[config.mk]
export PLATFORM = sky130hd
export DESIGN_NAME = io_mem_bridge
export DESIGN_NICKNAME = d
export VERILOG_FILES = /design/src/rtl/io_mem_bridge.sv
export SDC_FILE = /design/constraint.sdc
export NUM_CORES = 1
export LEC_CHECK = 0
export CAP_MARGIN = 20
export CORE_UTILIZATION = 49
export DETAILED_ROUTE_END_ITERATION = 8
export PLACE_DENSITY = 0.91
export RECOVER_POWER = 50
export SLEW_MARGIN = 0
export SYNTH_ARGS = -nofsm -noshare
export SYNTH_HDL_FRONTEND = slang
export SYNTH_SLANG_ARGS = --single-unit
export TNS_END_PERCENT = 20
[constraint.sdc]
create_clock -name i_clk -period 3.89 [get_ports i_clk]
set_input_delay 1.167 -clock i_clk [delete_from_list [all_inputs] [get_ports i_clk]]
set_output_delay 1.167 -clock i_clk [all_outputs]
set_load 0.02 [all_outputs]
[src/rtl/io_mem_bridge.sv]
// rtl/io_mem_bridge.sv - cpu data-port bridge: ram pass-through plus a memory-mapped I/O window
// Every read, ram or I/O, returns data one cycle later so the cpu sees uniform timing.
module io_mem_bridge #(
  parameter int                 g_DATA_WIDTH  = 9,
  parameter int                 g_ADDR_WIDTH  = 11,
  parameter int                 g_IO_WIN_BITS = 4,
  parameter int                 g_N_LED       = 8,
  parameter int                 g_N_SW        = 8,
  parameter int                 g_N_BTN       = 5,
  parameter logic [g_N_LED-1:0] g_LED_RESET   = 8'b10011001,
  parameter int                 g_PRESCALE    = 1000
) (
  input  logic                    i_clk,
  input  logic                    i_rst,
  input  logic                    i_cpu_en,
  input  logic                    i_cpu_we,
  input  logic                    i_cpu_re,
  input  logic [g_ADDR_WIDTH-1:0] i_cpu_addr,
  input  logic [g_DATA_WIDTH-1:0] i_cpu_data,
  output logic [g_DATA_WIDTH-1:0] o_cpu_data,
  output logic                    o_ram_en,
  output logic                    o_ram_we,
  output logic                    o_ram_re,
  output logic [g_ADDR_WIDTH-1:0] o_ram_addr,
  output logic [g_DATA_WIDTH-1:0] o_ram_data,
  input  logic [g_DATA_WIDTH-1:0] i_ram_data,
  output logic [g_N_LED-1:0]      o_led,
  input  logic [g_N_SW-1:0]       i_sw,
  input  logic [g_N_BTN-1:0]      i_btn,
  output logic                    o_irq
);

  localparam int                c_PW         = (g_PRESCALE > 1) ? $clog2(g_PRESCALE) : 1;
  localparam logic [c_PW-1:0]   c_PRESC_LAST = c_PW'(g_PRESCALE - 1);

  logic                    io_sel, io_wr, io_rd;
  logic [2:0]              off;
  logic [g_DATA_WIDTH-1:0] rd_val;

  logic [g_N_LED-1:0]      led_q, led_d;
  logic [g_N_SW-1:0]       sw_meta_q, sw_sync_q;
  logic [g_N_BTN-1:0]      btn_meta_q, btn_sync_q, btn_prev_q;
  logic [g_N_BTN-1:0]      edge_q, edge_d, edge_clr;
  logic [g_N_BTN-1:0]      irq_en_q, irq_en_d;
  logic                    irq_q;
  logic [c_PW-1:0]         presc_q, presc_d;
  logic [g_DATA_WIDTH-1:0] tick_q, tick_d;
  logic                    rd_src_q, rd_src_d;
  logic [g_DATA_WIDTH-1:0] rd_q, rd_d;

  assign io_sel = i_cpu_en & (&i_cpu_addr[g_ADDR_WIDTH-1 -: g_IO_WIN_BITS]);
  assign io_wr  = io_sel & i_cpu_we;
  assign io_rd  = io_sel & i_cpu_re;
  assign off    = i_cpu_addr[2:0];

  assign o_ram_en   = i_cpu_en & ~io_sel;
  assign o_ram_we   = i_cpu_en & ~io_sel & i_cpu_we;
  assign o_ram_re   = i_cpu_en & ~io_sel & i_cpu_re;
  assign o_ram_addr = i_cpu_addr;
  assign o_ram_data = i_cpu_data;

  assign o_cpu_data = rd_src_q ? rd_q : i_ram_data;
  assign o_led      = led_q;
  assign o_irq      = irq_q;

  // Read value is taken from the current registers, so a same-cycle write is not visible.
  always_comb begin
    rd_val = '0;
    case (off)
      3'd0:    rd_val[g_N_LED-1:0] = led_q;
      3'd1:    rd_val[g_N_SW-1:0]  = sw_sync_q;
      3'd2:    rd_val[g_N_BTN-1:0] = btn_sync_q;
      3'd3:    rd_val[g_N_BTN-1:0] = edge_q;
      3'd4:    rd_val[g_N_BTN-1:0] = irq_en_q;
      3'd5:    rd_val              = tick_q;
      default: rd_val              = '0;
    endcase
  end

  always_comb begin
    led_d    = led_q;
    irq_en_d = irq_en_q;
    edge_clr = '0;
    if (io_wr && off == 3'd0) led_d    = i_cpu_data[g_N_LED-1:0];
    if (io_wr && off == 3'd4) irq_en_d = i_cpu_data[g_N_BTN-1:0];
    if (io_wr && off == 3'd3) edge_clr = i_cpu_data[g_N_BTN-1:0];
    // A fresh edge is ORed in after the clear so it cannot be lost.
    edge_d = (edge_q & ~edge_clr) | (btn_sync_q & ~btn_prev_q);

    presc_d = presc_q + c_PW'(1);
    tick_d  = tick_q;
    if (io_wr && off == 3'd5) begin
      presc_d = '0;
      tick_d  = '0;
    end else if (presc_q == c_PRESC_LAST) begin
      presc_d = '0;
      tick_d  = tick_q + g_DATA_WIDTH'(1);
    end

    rd_src_d = (i_cpu_en && i_cpu_re) ? io_sel : rd_src_q;
    rd_d     = io_rd ? rd_val : rd_q;
  end

  always_ff @(posedge i_clk or posedge i_rst) begin
    if (i_rst) begin
      led_q      <= g_LED_RESET;
      sw_meta_q  <= '0;
      sw_sync_q  <= '0;
      btn_meta_q <= '0;
      btn_sync_q <= '0;
      btn_prev_q <= '0;
      edge_q     <= '0;
      irq_en_q   <= '0;
      irq_q      <= 1'b0;
      presc_q    <= '0;
      tick_q     <= '0;
      rd_src_q   <= 1'b0;
      rd_q       <= '0;
    end else begin
      led_q      <= led_d;
      sw_meta_q  <= i_sw;
      sw_sync_q  <= sw_meta_q;
      btn_meta_q <= i_btn;
      btn_sync_q <= btn_meta_q;
      btn_prev_q <= btn_sync_q;
      edge_q     <= edge_d;
      irq_en_q   <= irq_en_d;
      irq_q      <= |(edge_q & irq_en_q);
      presc_q    <= presc_d;
      tick_q     <= tick_d;
      rd_src_q   <= rd_src_d;
      rd_q       <= rd_d;
    end
  end

endmodule

==> impl_results.md <==
- Total global-route track usage: 21.35%
- Crit path capture: o_ram_re
- Final Hold Viols: 0
- Status: finished, final reports clean
- Final WS setup: 0.1183 ns
- Vias in the first global route: 2540
- Leading area contributor after synthesis: dfrtp_1
- Top post-synthesis cells by area: dfrtp_1 54%, mux2_2 9.0%, buf_4 4.3%
- Count leader, synth: dfrtp_1
- Net Sw Frac: 28.73%
- Slew at the pin closest to its max-slew limit: 1.165 ns
- Tmin final: 3.772 ns
- CTS buffer count: 9
- Xor/xnor share of the synthesized area: 3.249%
- Antenna Diode Count: 0
- CTS sink count: 79
- Compound-Gate Fraction of Synth Area: 7.033%
- IO Count: 88
- Synth top cells by count: 75 x dfrtp_1, 28 x mux2_2, 22 x nor2_1
- Critical path peak fanout: 4
- 1st-pass router iterations: 4
- Cts hold-fix bufs: 0
- Via Count: 2507
- Ys Warns: 0
- Final period util: 96.96%
- Worst Hold Class: flip-flop to flip-flop
- Yosys top cell area share: 53.55%
- CTS tree: yes
- Final Skew: 0.009830 ns
- Clock transition at the registers of the reported paths: 0.08 ns
- Post-place setup slack: 0.1044 ns
- Reg-to-reg startpoint: presc_q[0]
- Main combinational cell family by area after synthesis: simple AND/OR/NAND/NOR gates
- Layer with the highest usage: met2
- Critical path startpoint category: primary input
- GRT overflow: 0
- Post-route ant nets: 0
- Syn Inst Count: 302
- Layout cells sized above 1: 16.67%
- DRC viols: 0
- Avg Inst Size Synth: 11.60 um2
- Starting Density: 51.02%
- Final HPWL DP: 5.199 mm
- Adder-Cell Fraction of Synth Area: 0.7140%
- Nets: 416
- Worst endpoint required time: 2.72 ns
- Worst-Skew Late Latency: 0.35 ns
- Switching pwr: 0.5648 mW
- Crit. End Element: output pin
- Final setup viols: 0
- Final wirelength: 7.172 mm
- Smallest hold slack: 0.3448 ns
- Die Area: 0.007494 mm2
- H-Tree Depth: 3
- Post-CTS Setup Inserts: 0
- Post-cts repair resize count: 0
- Worst EP arrival: 2.60 ns
- Routed len/inst: 15.32 um
- Syn Nets: 351
- Root Buffer: clkbuf_8
- GR Layer Usage met3: 4.381%
- Count of cell types in the netlist: 44
- Reg2Reg Depth: 5
- Clock power frac: 30.7%
- Die X: 86.57 um
- Worst Setup SP: i_cpu_addr[10]
- Internal: 1.401 mW
- Area Overhead vs Synth: 27.31%
- CP Class: primary input to output pin
- Largest net degree at the start of global routing: 47
- Vias/cell: 5.357
- Slew headroom: 22.28%
- Ys async rst share: 100.0%
- GPL Wtd Cong: 0.8416
- Post-Synth Simple-Gate Area: 13.50%
- Port Buffers: 77
- GR Util met2: 35.14%
- First-pass GRT wire length: 12.09 mm
- Combinational power share: 19.1%
- Mux contribution to synthesized area: 12.21%
- Register-to-register setup slack: 1.91 ns
- DIE HEIGHT: 86.57 um
- Slew Viols, Final: 0
- Pleak: 1.918 nW
- Total of max-cap violations: 0
- Core area: 0.006869 mm2
- CTS max path bufs: 2
- Worst R2R End: tick_q[7]
- Ys flop type: dfrtp_1
- Peak supply drop: 0.0002360 V
- Flops & latches, synth: 79
- Met1 Resource Use GR: 26.71%
- Pwr/cell area: 440.6 mW/mm2
- Cell area after synthesis: 0.003505 mm2
- Number of flops mapped to enable cells by yosys: 0
- Maximum clock frequency: 265.1 MHz
- RSZ-0062 raised after global routing: false
- Post-synthesis sequential area ratio: 56.55%
- Initial antenna violation count: 0
- Sequential Power Share: 50.2%
- Number of core rows: 30
- Total Neg Setup Slack: 0 ns
- Starting DRT DRC Count: 181
-- per-stage QoR --
stage / util, % / std cells / total power [mW] / cell area, um2
after detailed placement: 62.31 / 452 / 1.384 / 4280
after global placement: 62.31 / 452 / 1.361 / 4280
after global routing: 64.95 / 468 / 2.064 / 4462
after floorplan: - / 302 / 1.242 / 3505
after CTS: 65.17 / 468 / 1.988 / 4477
final: 64.95 / 468 / 1.966 / 4462
-- placed cells by master, fill, tap and decap left out, types with 9 or more instances in the layout --
cell type	n
mux2i_1	9
o21ai_0	13
clkbuf_8	9
mux2_2	28
dlygate4sd3_1	14
inv_1	11
nand3_1	11
a21oi_1	9
dfrtp_1	75
xnor2_1	10
nor2_1	22
clkdlybuf4s50_1	63
nand2_1	18
-- worst min path at each step --
stage                        from             to  slack, ns  cells past startpoint
floorplan           btn_meta_q[0]  btn_sync_q[0]       0.33                      0
global placement    btn_meta_q[3]  btn_sync_q[3]       0.33                      0
detailed placement   sw_meta_q[6]   sw_sync_q[6]       0.34                      0
CTS                 btn_meta_q[1]  btn_sync_q[1]       0.35                      0
global route        btn_meta_q[1]  btn_sync_q[1]       0.35                      0
finish              btn_meta_q[1]  btn_sync_q[1]       0.34                      0
-- cell type report --
type / instances / area (um2)
Inverter: 11 / 41.29
Tap cell: 96 / 120.1
Timing Repair Buffer: 86 / 835.8
Clock buffer: 10 / 127.6
Fill cell: 535 / 2407
Sequential cell: 79 / 1982
Clock inverter: 6 / 68.82
Multi-Input combinational cell: 180 / 1286
-- sequential cells by signal, indices dropped and copies added (netlist names) --
name / count
tick_q: 9
edge_q: 5
sw_meta_q: 8
rd_src_q: 1
o_led: 8
presc_q: 10
sw_sync_q: 8
btn_prev_q: 5
btn_sync_q: 5
o_irq: 1
irq_en_q: 5
rd_q: 9
btn_meta_q: 5
-- critical path: stages --
cell	delay, ns
clkdlybuf4s50_1	0.49
nand4_1	0.17
and3_1	0.24
clkdlybuf4s50_1	0.53
-- power groups by stage --
stage | Clock (mW) | Sequential [mW] | Combinational [mW]
after global routing | 0.650 | 1.00 | 0.414
after detailed placement | 0 | 1.00 | 0.384
after CTS | 0.618 | 0.985 | 0.385
after floorplan | 0 | 0.984 | 0.259
after global placement | 0 | 0.994 | 0.367
final | 0.603 | 0.986 | 0.376
-- logic make-up after synthesis --
group	count (synthesis)
AO/OA/AOI/OAI	38
adder cells (fa/ha/maj)	2
XOR/XNOR	13
multiplexers	38
AND/OR/NAND/NOR	89
buffers and inverters	43
flip-flops	79
-- layer usage --
layer | part of all wire (%) | routed length, um
met2 | 49 | 3529
met1 | 42 | 3023
met5 | 0 | 0
met4 | 2.3 | 165
met3 | 6.3 | 454
Power figures use the tool's default switching activity.
==> patch: new RTL, config.mk and constraints unchanged <==
The parameter `g_ADDR_WIDTH` goes from 11 to 10.
--- a/src/rtl/io_mem_bridge.sv
+++ b/src/rtl/io_mem_bridge.sv
@@ -2,7 +2,7 @@
 // Every read, ram or I/O, returns data one cycle later so the cpu sees uniform timing.
 module io_mem_bridge #(
   parameter int                 g_DATA_WIDTH  = 9,
-  parameter int                 g_ADDR_WIDTH  = 11,
+  parameter int                 g_ADDR_WIDTH  = 10,
   parameter int                 g_IO_WIN_BITS = 4,
   parameter int                 g_N_LED       = 8,
   parameter int                 g_N_SW        = 8,
Interface: changed (resized i_cpu_addr and o_ram_addr); port bits go from 88 to 86. The function was not compared with the original's and may differ.
==> patch against the unedited design <==
Maximum frequency increased by 0.20%; routed wire length fell by 0.56%; area after synthesis down 0.21%; setup slack gained 0.0077 ns; sequential cell count did not move; first-iteration DRC count rose by 1.7%; cell area down 0.42%; clock power down 10%; die area decreased by 0.21%; utilization up 0.082 points; total power down 3.3%; sequential power about the same; critical path type unchanged; critical endpoint unchanged.
==> patch: results <==
{
  "run_status": "finished clean",
  "post-place-ws_ns": 0.120,
  "grt_pass1_vias": 2433,
  "dpl_cell_area_sq_um": 4280,
  "drt-pass1-iter-count": 4,
  "cp-startpoint": "i_cpu_addr[6]",
  "grt.total_usage_pct": 21.0,
  "antenna_cells": 0,
  "ir_drop_uv": 358,
  "min_from": "sw_meta_q[1]$_DFF_PP0_",
  "skew_ns": 0.00761,
  "cts_buffers": 9,
  "drive_gt1_share_pct": 16.4,
  "gp_congestion": 0.838,
  "syn-num-nets": 349,
  "grt_pass1_wl_mm": 11.7,
  "hpwl_mm": 5.07,
  "maxSlewHeadroom_pct": 20.9,
  "via_count": 2492,
  "n_fill_cell": 531,
  "drt_wl_total_mm": 7.13,
  "grt_max_degree": 53,
  "seq_area_frac_synth_pct": 56.7,
  "layout.nets": 415,
  "synth_common_cells": "dfrtp_1, mux2_2, nor2_1",
  "drtIter0Drc": 184,
  "total_leakage_power_nw": 1.91
}
-- patch: changes by cell type in the layout (fill, tap and decap cells not counted), sizes merged --
cell,unedited run,this run
bufinv,1,0
clkinvlp,1,0
clkinv,2,3
inv,13,11
clkbuf,11,14
-- patch: critical path: cells and delay by family --
| kind | cells | cell delay (ns) |
|---|---|---|
| and+or+nand+nor | 2 | 0.40 |
| buffers and inverters | 2 | 1.02 |
-- patch: metal layers --
| layer | track usage, % | vias to the layer above | wire length (um) |
|---|---|---|---|
| li1 | - | 1164 | - |
| met1 | 27.1 | 1227 | 3010 |
| met2 | 32.8 | 85 | 3430 |
| met3 | 4.38 | 16 | 442 |
| met4 | 12.4 | 0 | 242 |
| met5 | 0 | - | 0 |
-- patch: final timing paths --
check                                          endpoint  slack (ns)  cells after the start
worst min register to register   sw_sync_q[1]$_DFF_PP0_        0.35                      0
min in group asynchronous          presc_q[5]$_DFF_PP0_        1.52                      2
worst max register to register    tick_q[7]$_DFFE_PP0P_        1.90                      5
worst max-delay path                           o_ram_re        0.13                      4
worst min-delay path             sw_sync_q[1]$_DFF_PP0_        0.35                      0
max in group asynchronous       irq_en_q[3]$_DFFE_PP0P_        0.65                      3
-- patch: cell type report --
cell class                      instances  area, sq um  share of cell area, %
Sequential cell                        79         1980                   44.6
Multi-Input combinational cell        180         1290                   28.9
Timing Repair Buffer                   86          836                   18.8
Clock buffer                           13          159                   3.58
Tap cell                               96          120                   2.70
Inverter                               11         41.3                  0.929
Clock inverter                          3         18.8                  0.422
-- patch: metrics by stage --
step                total power [W]  utilization, %  cells
finish                      0.00190            65.0    468
global route                0.00200            65.0    468
CTS                         0.00193            65.3    468
detailed placement          0.00138            62.7    452
global placement            0.00136            62.7    452
floorplan                   0.00124               -    301
-- patch: cells by family (layout without fill, tap and decap cells) --
| family | count (synthesis) | count (layout) | synth area share, % |
|---|---|---|---|
| XOR/XNOR | 13 | 13 | 3.26 |
| AO/OA/AOI/OAI | 38 | 38 | 7.05 |
| flip-flops | 79 | 79 | 56.7 |
| buffers and inverters | 42 | 113 | 6.55 |
| adder cells (fa/ha/maj) | 2 | 2 | 0.715 |
| AND/OR/NAND/NOR | 89 | 89 | 13.5 |
| multiplexers | 38 | 38 | 12.2 |
-- patch: where the power goes --
| group | internal (W) | switching (W) | leakage [nW] |
|---|---|---|---|
| combinational | 0.000194 | 0.000179 | 0.899 |
| clock | 0.000266 | 0.000275 | 0.0934 |
| sequential | 0.000906 | 0.0000795 | 0.922 |
